### config.mk
export PLATFORM = sky130hd
export DESIGN_NAME = ssp_tx_ctrl
export DESIGN_NICKNAME = d
export VERILOG_FILES = /design/src/rtl/ssp_tx_ctrl.sv
export SDC_FILE = /design/constraint.sdc
export NUM_CORES = 1
export LEC_CHECK = 0
export ABC_AREA = 1
export BUFFER_PORTS_ARGS = -buffer_cell sky130_fd_sc_hd__buf_2
export CORE_MARGIN = 1
export CORE_UTILIZATION = 50
export CTS_CLUSTER_SIZE = 40
export DETAILED_ROUTE_END_ITERATION = 8
export PLACE_DENSITY = 0.75
export RECOVER_POWER = 25
export SYNTH_ARGS = -nofsm -noshare
export SYNTH_HDL_FRONTEND = slang
export SYNTH_SLANG_ARGS = --single-unit
export TNS_END_PERCENT = 20
### constraint.sdc
create_clock -name PCLK -period 1.85 [get_ports PCLK]
set_input_delay 0.2775 -clock PCLK [delete_from_list [all_inputs] [get_ports PCLK]]
set_output_delay 0.2775 -clock PCLK [all_outputs]
set_load 0.01 [all_outputs]
### src/rtl/ssp_tx_ctrl.sv
// ssp_tx_ctrl: transmit sequencer between the TxFIFO and the SSP pins.
//   Pulls one word from the FIFO, then sends a one-bit-period frame sync
//   followed by the word MSB-first, together with a generated serial clock.
//
// Ports
//   PCLK       in   system clock, rising edge
//   CLEAR_B    in   asynchronous active-low reset
//   EN         in   transmit enable, looked at only when a frame could start
//   VALID      in   TxFIFO non-empty
//   TxDATA     in   TxFIFO read data, valid the cycle after SENT
//   SENT       out  one-cycle read strobe to the TxFIFO
//   SSPTXD     out  serial data, MSB first
//   SSPCLKOUT  out  serial clock (high first half of each bit period)
//   SSPFSSOUT  out  frame sync, one bit period before the MSB
//   SSPOE      out  pin drive enable during FRAME/SHIFT
//   BUSY       out  high whenever not IDLE
//
// state | meaning
// IDLE  | waiting for VALID && EN
// REQ   | SENT strobe, FIFO advances
// FRAME | frame-sync bit period, word captured in its first cycle
// SHIFT | DATA_W data bit periods
module ssp_tx_ctrl #(
    parameter int DATA_W = 8,
    parameter int HALF   = 1
) (
    input  logic              PCLK,
    input  logic              CLEAR_B,
    input  logic              EN,
    input  logic              VALID,
    input  logic [DATA_W-1:0] TxDATA,
    output logic              SENT,
    output logic              SSPTXD,
    output logic              SSPCLKOUT,
    output logic              SSPFSSOUT,
    output logic              SSPOE,
    output logic              BUSY
);

    localparam int PW = (2*HALF > 2) ? $clog2(2*HALF) : 1;
    localparam int BW = (DATA_W > 2) ? $clog2(DATA_W) : 1;
    localparam logic [PW-1:0] PH_LAST = PW'(2*HALF - 1);
    localparam logic [PW-1:0] PH_HALF = PW'(HALF);
    localparam logic [BW-1:0] BIT_TOP = BW'(DATA_W - 1);

    typedef enum logic [1:0] {
        IDLE  = 2'd0,
        REQ   = 2'd1,
        FRAME = 2'd2,
        SHIFT = 2'd3
    } state_t;

    state_t            state, state_nxt;
    logic [PW-1:0]     phase, phase_nxt;
    logic [BW-1:0]     bitcnt, bitcnt_nxt;
    logic [DATA_W-1:0] shreg, shreg_nxt;
    logic              active_nxt;

    always_comb begin
        state_nxt  = state;
        phase_nxt  = phase;
        bitcnt_nxt = bitcnt;
        shreg_nxt  = shreg;
        case (state)
            IDLE: begin
                if (VALID && EN) state_nxt = REQ;
            end
            REQ: begin
                state_nxt = FRAME;
                phase_nxt = '0;
            end
            FRAME: begin
                // FIFO output settled on the edge that consumed SENT
                if (phase == '0) shreg_nxt = TxDATA;
                if (phase == PH_LAST) begin
                    state_nxt  = SHIFT;
                    phase_nxt  = '0;
                    bitcnt_nxt = BIT_TOP;
                end else begin
                    phase_nxt = phase + PW'(1);
                end
            end
            SHIFT: begin
                if (phase == PH_LAST) begin
                    phase_nxt = '0;
                    shreg_nxt = shreg << 1;
                    if (bitcnt == '0) begin
                        state_nxt = (VALID && EN) ? REQ : IDLE;
                    end else begin
                        bitcnt_nxt = bitcnt - BW'(1);
                    end
                end else begin
                    phase_nxt = phase + PW'(1);
                end
            end
            default: state_nxt = IDLE;
        endcase
    end

    assign active_nxt = (state_nxt == FRAME) || (state_nxt == SHIFT);

    always_ff @(posedge PCLK or negedge CLEAR_B) begin
        if (!CLEAR_B) begin
            state     <= IDLE;
            phase     <= '0;
            bitcnt    <= '0;
            shreg     <= '0;
            SENT      <= 1'b0;
            SSPTXD    <= 1'b0;
            SSPCLKOUT <= 1'b0;
            SSPFSSOUT <= 1'b0;
            SSPOE     <= 1'b0;
            BUSY      <= 1'b0;
        end else begin
            state  <= state_nxt;
            phase  <= phase_nxt;
            bitcnt <= bitcnt_nxt;
            shreg  <= shreg_nxt;
            // Outputs are decoded from the next-state values so they are
            // registered yet aligned with the state they describe.
            SENT      <= (state_nxt == REQ);
            SSPTXD    <= (state_nxt == SHIFT) && shreg_nxt[DATA_W-1];
            SSPCLKOUT <= active_nxt && (phase_nxt < PH_HALF);
            SSPFSSOUT <= (state_nxt == FRAME);
            SSPOE     <= active_nxt;
            BUSY      <= (state_nxt != IDLE);
        end
    end

endmodule

==> flow_summary_export.csv, run 1 <==
group,metric,value,unit
power,clockPowerShare,13.4,%
route,avgRoutedWirePerCell,11.2,µm
power,power.density,1740,mW/mm²
floorplan,die_h,44.1,µm
worst_hold_path,hold_start,"TxDATA[0]",
global_routing,overflow,0,
sta,slew_viol_final,0,
yosys,synth-seq-area-share,56.5,%
yosys,synth-async-reset-ratio,100,%
clock_network,clk_latency,0.29,ns
route,vias_per_cell,5.04,
worst_setup_path,critPathMaxFanout,20,
yosys,synth_top_area_share,56.5,%
route,final_antenna_net_count,0,
power,peakVddDrop,0.898,mV
layout,fillers,132,
clock_network,numCtsBuffers,3,
layout,final_cell_area,0.00104,mm²
layout,instances_no_fill,138,
place,dp_hpwl,1160,µm
global_routing,grt_max_degree,21,
place,dpl-instance-area,998,µm²
sta,hold_viol,0,
route,post-route-drc-count,0,
clock_network,ctsHtreeMaxLevel,1,
clock_network,clk_pin_slew_worst_paths,0.11,ns
global_routing,grt_use_total,19.2,%
worst_setup_path,reg2reg_from,"phase",
global_routing,antenna_found_initial,0,
worst_setup_path,r2r_cells,5,
yosys,ys_types,18,
sta,rsz0062_at_grt,"no",
place,gp_congestion,0.785,
yosys,synth_common_cells,"nand2_1 (34), dfrtp_1 (20), nor2_1 (12)",
worst_setup_path,cpMaxStageDelayCell,"clkbuf_1",
worst_setup_path,crit_family,"buffers and inverters",
sta,worst_slew_pin_slew,1.04,ns
floorplan,dieArea,0.00194,mm²
yosys,synth.avg_cell_area,8.95,µm²
sta,finalClockSkew,0.00620,ns
global_routing,grt_pass1_wl,2660,µm
floorplan,core.rowCount,14,
worst_setup_path,end_kind,"asynchronous set/reset pin",
power,p_leak,0.000564,µW
sta,setup_viol,0,
outcome,status,"finished clean",
worst_setup_path,critPathKind,"input pin to asynchronous set/reset pin",
worst_setup_path,crit_path_start_kind,"input pin",
floorplan,core,0.00158,mm²
run,cap_violations,0,
worst_setup_path,worst-path-stages,2,
yosys,yosysMostFrequentCell,"nand2_1",
power,power.internal,1060,µW
worst_setup_path,crit_buf_inv,2,
route,drt-total-wl,1550,µm
worst_setup_path,crit_chain,"dlygate4sd3_1 -> clkbuf_1",
worst_setup_path,critical-path-max-stage-delay,0.78,ns
worst_setup_path,endpoint,"SSPOE",
worst_setup_path,crit_path_start,"CLEAR_B",
power,netSwitchingPower,763,µW
yosys,synth-edff-count,0,
clock_network,cts_max_path_buffers,2,
place,placed_cells,133,
yosys,synthFlopType,"dfrtp_1",
floorplan,ioPinCount,18,
yosys,synthTopCellsByArea,"dfrtp_1 (56%), nand2_1 (14%), a22oi_1 (5.1%)",
clock_network,cts_tree,"yes",
worst_setup_path,required,2.12,ns
sta,tns,0,ns
yosys,yosys_warnings,0,
global_routing,first_global_vias,612,
route,via_count,696,
route,first_iter_violations,13,
power,switching_share,41.9,%
floorplan,die_w,44.1,µm
yosys,synth_seq_cells,20,
clock_network,cts_resized,0,
clock_network,cts_sinks,20,
yosys,synth_cells,99,
clock_network,root_buffer,"clkbuf_4",
yosys,yosysTopAreaCell,"dfrtp_1",
sta,fin_crit,1.31,ns
yosys,synth_area,886,µm²
sta,fmax,0.762,GHz
worst_setup_path,ff2ff_setup_slack,0.54,ns
layout,diodes,0,
yosys,syn_nets,113,
power,p_comb_share,45.5,%
worst_setup_path,r2r-end,"shreg[3]",
layout,nNetsFinal,137,
worst_hold_path,hold_class,"input pin to flop",
layout,area_growth,17.8,%
power,power_frac_seq,41.2,%
floorplan,initial_core_util,56.2,%
sta,slew_headroom,30.4,%
layout,drive_gt1_share,23.8,%
route,drtPass1Iterations,6,
place,io_buffers,17,
sta,period_share,71.0,%
worst_setup_path,crit_arrival,1.58,ns
flip-flops by register name, summed over array words and instances, names as in the netlist:
register and cells:
shreg 8, bitcnt 3, SENT 1, state 2, SSPCLKOUT 1, SSPTXD 1
phase 1, SSPOE 1, SSPFSSOUT 1, BUSY 1
layout make-up:
cell class	count	area (µm²)	share of cell area (%)
flip-flops and latches	20	500	48.0
multi-input cells	69	348	33.3
repair buffers	19	101	9.71
inverters	10	37.5	3.60
clock buffers	4	36.3	3.48
well taps	16	20.0	1.92
worst min-delay path by stage:
stage                     slack [ns]  cells after the start   endpoint
after global routing            0.18                      3   shreg[0]
after global placement          0.24                      1  bitcnt[2]
final                           0.18                      3   shreg[0]
after detailed placement        0.24                      1  bitcnt[1]
after CTS                       0.18                      3   shreg[0]
after floorplan                -0.02                      0       BUSY
cells in the final DEF, fill, tap and decap left out, types with 2 or more instances in the layout:
cell,instances
nand2_1,34
clkbuf_4,3
buf_2,16
dfrtp_1,20
o21ai_0,5
a22oi_1,6
inv_1,6
inv_2,4
nor2_1,12
ha_1,2
routing by layer:
layer	part of all wire [%]	wire, µm	vias up	GRT usage [%]
li1	-	-	364	-
met1	52	808	317	27.6
met4	0.97	15	0	12.7
met5	0	0	-	0
met3	3.0	46	2	2.45
met2	44	682	13	27.4
per-stage QoR:
| step | util (%) | hold WS [ns] | worst slack (ns) | power [µW] |
|---|---|---|---|---|
| final | 66.2 | 0.180 | 0.537 | 1820 |
| after global routing | 66.2 | 0.178 | 0.320 | 2010 |
| after CTS | 66.3 | 0.176 | 0.535 | 1840 |
| after detailed placement | 63.3 | 0.244 | 0.550 | 1590 |
| after global placement | 63.3 | 0.240 | 0.559 | 1560 |
| after floorplan | - | -0.0181 | 0.639 | 1360 |
power groups by stage:
stage	Clock (µW)	Combinational, µW	Sequential (µW)
2_1_floorplan	0	597	759
3_3_place_gp	0	808	754
3_5_place_dp	0	828	757
4_1_cts	254	836	750
5_1_grt	269	971	773
6_report	243	828	750
cell families (layout without fill, tap and decap cells):
kind of cell    after synthesis  after routing  synth area share (%)
simple gates                 50             50                  22.6
buf+inv                      10             33                  4.24
flops                        20             20                  56.5
compound gates               16             16                  12.9
fa+ha+maj                     2              2                  2.82
xor+xnor                      1              1                 0.989
what timing repair did:
item,4_1_cts,5_1_grt
setup endpoints to repair,0,0
buffers inserted,0,0
hold buffers,1,0
hold endpoints to repair,20,0
(Power assumes the default switching activity.)
==> run 2, diff against run 1 <==
--- a/config.mk
+++ b/config.mk
@@ -8,10 +8,10 @@
 export ABC_AREA = 1
 export BUFFER_PORTS_ARGS = -buffer_cell sky130_fd_sc_hd__buf_2
 export CORE_MARGIN = 1
-export CORE_UTILIZATION = 50
+export CORE_UTILIZATION = 47
 export CTS_CLUSTER_SIZE = 40
 export DETAILED_ROUTE_END_ITERATION = 8
-export PLACE_DENSITY = 0.75
+export PLACE_DENSITY = 0.74
 export RECOVER_POWER = 25
 export SYNTH_ARGS = -nofsm -noshare
 export SYNTH_HDL_FRONTEND = slang
==> constraint.sdc (replaced) <==
create_clock -name PCLK -period 1.2 [get_ports PCLK]
set_input_delay 0.18 -clock PCLK [delete_from_list [all_inputs] [get_ports PCLK]]
set_output_delay 0.18 -clock PCLK [all_outputs]
set_load 0.01 [all_outputs]
==> run 2 against run 1 <==
Against the previous run:
- count of clock-buffer cells in the layout down 1
- first-iteration DRC count grew 15%
- routed wire length up 21%
- die area is 6.1% higher
- core utilization is 3.0 points higher
- critical path type is now flop to flop
- via count grew 9.5%
- sequential power up 63%
- register-to-register slack worse by 0.51 ns
==> flow_summary_export.csv, run 2 (synthesized netlist as in run 1, its figures left out) <==
group,metric,value,unit
worst_setup_path,end_kind,"flop",
layout,instances_no_fill,155,
global_routing,first_global_vias,670,
sta,slew_headroom,68.0,%
route,vias_per_cell,4.92,
route,wl_met2,959,µm
route,wl_met3,60,µm
sta,fin_crit,1.17,ns
layout,area_growth,36.3,%
route,drt-met1-wl,830,µm
sta,holdWs,0.0787,ns
floorplan,ioPinCount,18,
worst_setup_path,crit_path_start_kind,"flop",
floorplan,initial_core_util,50.8,%
floorplan,die_w,45.4,µm
global_routing,grt_pass1_wl,2790,µm
clock_network,cts_sinks,20,
place,placed_cells,149,
clock_network,cts_tree,"yes",
sta,setup_viol,0,
power,peakVddDrop,1.57,mV
layout,top_regs,"shreg: 8 flops, bitcnt: 3 flops, state: 2 flops",
clock_network,ctsHtreeMaxLevel,1,
route,final_antenna_net_count,0,
route,top_layer,"met4",
power,power.density,2760,mW/mm²
sta,hold_viol,0,
clock_network,root_buffer,"clkbuf_4",
layout,final_cell_mix,"nand2_1 (28), dfrtp_1 (17), buf_2 (16)",
sta,worst_slew_pin_slew,0.480,ns
worst_setup_path,crit_arrival,1.36,ns
place,gp_congestion,0.864,
route,drt-total-wl,1880,µm
floorplan,core,0.00175,mm²
route,via_count,762,
clock_network,cts_max_path_buffers,2,
sta,period_share,97.7,%
layout,largest_reg_flops,8,
run,cap_violations,0,
route,drtPass1Iterations,4,
global_routing,grt_use_total,19.4,%
floorplan,dieArea,0.00206,mm²
worst_hold_path,hold_class,"input pin to flop",
sta,rsz0062_at_grt,"yes",
power,p_leak,0.000619,µW
worst_setup_path,critPathMaxFanout,4,
sta,finalClockSkew,0.00320,ns
layout,drive_gt1_share,44.6,%
layout,layout_commonest_cell,"nand2_1",
layout,diodes,0,
layout,nNetsFinal,146,
route,first_iter_violations,15,
sta,fmax,0.853,GHz
floorplan,core.rowCount,15,
global_routing,antenna_found_initial,0,
sta,slew_viol_final,0,
floorplan,die_h,45.4,µm
clock_network,clk_latency,0.30,ns
global_routing,overflow,0,
place,io_buffers,17,
place,dp_hpwl,1260,µm
sta,tns,0,ns
clock_network,clk_pin_slew_worst_paths,0.10,ns
route,avgRoutedWirePerCell,12.2,µm
power,p_total,3330,µW
global_routing,grt_max_degree,21,
clock_network,numCtsBuffers,3,
route,post-route-drc-count,0,
worst_setup_path,required,1.39,ns
layout,top_register,"shreg",
worst_setup_path,critPathKind,"flop to flop",
outcome,status,"finished clean",
## run 2: per-stage QoR
step	area [µm²]	setup slack, ns	util (%)
2_1_floorplan	892	0.0487	-
3_3_place_gp	1070	0.0353	61.2
3_5_place_dp	1070	-0.00193	61.2
4_1_cts	1110	0.00787	63.4
5_1_grt	1210	-0.0242	69.2
6_report	1210	0.0278	69.2
## run 2: worst paths after layout
kind	from	to	slack, ns	depth (start not counted)
max in group asynchronous	CLEAR_B	state[0]	0.48	2
min in group asynchronous	CLEAR_B	shreg[5]	0.37	2
worst min register to register	shreg[0]	shreg[0]	0.50	2
worst max register to register	bitcnt[1]	BUSY	0.03	7
worst max-delay path	bitcnt[1]	BUSY	0.03	7
worst min-delay path	TxDATA[0]	shreg[0]	0.08	3
## run 2: final cells by class
type	count	area (µm²)
Clock buffer	3	22.5
Tap cell	25	31.3
Sequential cell	20	504
Multi-Input combinational cell	69	439
Fill cell	137	538
Inverter	10	40.0
Timing Repair Buffer	28	170
## run 2: repair_timing
action	4_1_cts	5_1_grt
pin swaps	0	6
hold endpoints to repair	20	0
setup buffers	0	2
endpoints found under the setup margin	2	16
cloned	0	0
hold buffers	1	0
resized for setup	4	26
## run 2: per-layer routing
metal  global-route usage (%)  vias up
met5                        0        -
li1                         -      381
met3                     2.38        5
met4                     10.9        0
met1                     25.9      359
met2                     30.6       17
## run 2: where the power goes
part	internal (µW)	switching (µW)
Combinational	771	1030
Sequential	984	236
Clock	117	192
Total	1870	1460
## run 2: worst max-delay path: stages (launching register included)
cell and delay [ns]:
dfrtp_1 0.39, inv_2 0.09, ha_4 0.16, nand2_2 0.07, nor2_4 0.14, a21boi_4 0.08
inv_2 0.07, nand3_1 0.06
==> run 3, diff against run 2 <==
--- a/config.mk
+++ b/config.mk
@@ -8,10 +8,10 @@
 export ABC_AREA = 1
 export BUFFER_PORTS_ARGS = -buffer_cell sky130_fd_sc_hd__buf_2
 export CORE_MARGIN = 1
-export CORE_UTILIZATION = 47
+export CORE_UTILIZATION = 50
 export CTS_CLUSTER_SIZE = 40
 export DETAILED_ROUTE_END_ITERATION = 8
-export PLACE_DENSITY = 0.74
+export PLACE_DENSITY = 0.75
 export RECOVER_POWER = 25
 export SYNTH_ARGS = -nofsm -noshare
 export SYNTH_HDL_FRONTEND = slang
==> constraint.sdc (replaced) <==
create_clock -name PCLK -period 1.3 [get_ports PCLK]
set_input_delay 0.195 -clock PCLK [delete_from_list [all_inputs] [get_ports PCLK]]
set_output_delay 0.195 -clock PCLK [all_outputs]
set_load 0.01 [all_outputs]
==> run 3 against run 2 <==
Against the previous run:
- global-route usage is 2.9 points higher
- highest routed layer unchanged
- setup slack gained 0.055 ns
- cell area fell by 10%
==> flow_summary_export.csv, run 3 (synthesized netlist as in run 1, its figures left out) <==
group,metric,value,unit
route,via_count,731,
global_routing,antenna_found_initial,0,
sta,finalClockSkew,0.00112,ns
layout,area_growth,22.2,%
floorplan,die_w,44.1,µm
sta,fin_crit,1.22,ns
power,netSwitchingPower,1170,µW
route,drt-total-wl,1750,µm
layout,final_cell_area,0.00108,mm²
clock_network,numCtsBuffers,3,
power,switching_share,42.3,%
global_routing,use_met1,26.5,%
worst_hold_path,hold_class,"input pin to flop",
power,p_comb_share,48.1,%
place,gp_congestion,0.874,
layout,top_register,"shreg",
clock_network,clk_pin_slew_worst_paths,0.11,ns
clock_network,cts_tree,"yes",
power,peakVddDrop,1.41,mV
worst_setup_path,critPathMaxFanout,7,
power,p_leak,0.000574,µW
layout,multi_input_area,368,µm²
route,drtPass1Iterations,6,
global_routing,grt_use_total,22.3,%
worst_setup_path,end_kind,"flop",
floorplan,dieArea,0.00194,mm²
power,clockPowerShare,12.8,%
route,avgRoutedWirePerCell,12.5,µm
layout,layout_commonest_cell,"nand2_1",
power,power_frac_seq,39.0,%
sta,hold_viol,0,
route,final_antenna_net_count,0,
layout,fillers,132,
layout,final_cell_mix,"nand2_1 (33), dfrtp_1 (18), buf_2 (16)",
route,post-route-drc-count,0,
route,vias_per_cell,5.22,
floorplan,core,0.00158,mm²
layout,drive_gt1_share,31.5,%
clock_network,ctsHtreeMaxLevel,1,
place,dp_hpwl,1290,µm
layout,top_regs,"shreg: 8 flops, bitcnt: 3 flops, state: 2 flops",
power,power.density,2570,mW/mm²
sta,period_share,93.6,%
global_routing,grt_use_met2,39.1,%
clock_network,cts_sinks,20,
floorplan,ioPinCount,18,
sta,tns,0,ns
sta,fmax,0.822,GHz
floorplan,core.rowCount,14,
global_routing,met3_usage,7.35,%
worst_setup_path,critPathKind,"flop to flop",
layout,diodes,0,
worst_setup_path,crit_path_start_kind,"flop",
clock_network,clk_latency,0.30,ns
power,p_total,2780,µW
sta,setup_viol,0,
run,cap_violations,0,
global_routing,overflow,0,
layout,regArea,503,µm²
place,io_buffers,17,
global_routing,grt_pass1_wl,3120,µm
clock_network,post_cts_buffers,0,
floorplan,initial_core_util,56.2,%
sta,slew_headroom,67.9,%
worst_setup_path,crit_arrival,1.41,ns
global_routing,first_global_vias,734,
global_routing,grt_max_degree,21,
route,first_iter_violations,10,
sta,worst_slew_pin_slew,0.481,ns
global_routing,top_usage_layer,"met2",
power,power.internal,1600,µW
floorplan,die_h,44.1,µm
sta,rsz0062_at_grt,"no",
layout,largest_reg_flops,8,
clock_network,cts_max_path_buffers,2,
outcome,status,"finished clean",
place,dpl-instance-area,0.00101,mm²
sta,slew_viol_final,0,
worst_setup_path,required,1.49,ns
layout,nNetsFinal,139,
clock_network,root_buffer,"clkbuf_4",
[run 3: cell types whose count changed in the layout (fill, tap and decap cells not counted), moves of 2 or more]
cell / change
o21ai_0: +2
nor2_4: -2
nor2_1: +2
nand2_4: -2
inv_1: +2
nand2_2: -3
nand2_1: +5
o21ai_1: -2
buf_4: -7
[run 3: worst paths after layout]
path / end / depth (start not counted) / start / slack, ns
setup / recovery: shreg[5] / 5 / phase / 0.08
hold / removal: shreg[0] / 3 / TxDATA[0] / 0.09
setup reg to reg: shreg[5] / 5 / phase / 0.08
hold reg to reg: shreg[3] / 2 / shreg[3] / 0.49
max in group asynchronous: state[0] / 2 / CLEAR_B / 0.58
min in group asynchronous: bitcnt[0] / 2 / CLEAR_B / 0.37
[run 3: power by group through the flow]
| stage | combinational (µW) | sequential, µW | clock [µW] |
|---|---|---|---|
| 3_3_place_gp | 1220 | 1070 | 0 |
| 2_1_floorplan | 850 | 1080 | 0 |
| 3_5_place_dp | 1270 | 1090 | 0 |
| 4_1_cts | 1280 | 1070 | 364 |
| 6_report | 1340 | 1080 | 356 |
| 5_1_grt | 1540 | 1120 | 381 |
[run 3: worst max-delay path, stage by stage (launching register included)]
cell and delay (ns):
dfrtp_2 0.47, nand2_1 0.16, nor2_2 0.06, buf_4 0.15, a22oi_1 0.19, nand2_1 0.08
[run 3: cell type report]
cell class | instances | share of cell area [%]
Sequential cell | 20 | 46.5
Tap cell | 16 | 1.85
Timing Repair Buffer | 21 | 10.9
Multi-Input combinational cell | 69 | 34.0
Inverter | 10 | 3.47
Clock buffer | 4 | 3.35
[run 3: routing by layer]
metal	wire length (µm)	vias up
met1	788	341
met5	0	-
met4	17	0
met2	870	16
met3	77	4
li1	-	370
[run 3: repair_timing]
| item | in CTS | in global routing |
|---|---|---|
| endpoints found under the hold margin | 20 | 0 |
| gates resized for setup | 0 | 8 |
| hold buffers | 1 | 0 |
| endpoints found under the setup margin | 0 | 14 |
[run 3: stage by stage]
stage	hold WS (ns)	utilization [%]	cells	setup slack (ns)
after global placement	0.158	64.3	135	0.0653
after detailed placement	0.164	64.3	135	0.0464
after floorplan	-0.101	-	99	0.0887
after CTS	0.0933	67.2	140	0.0280
final	0.0910	68.7	140	0.0830
after global routing	0.0945	68.7	140	0.00822
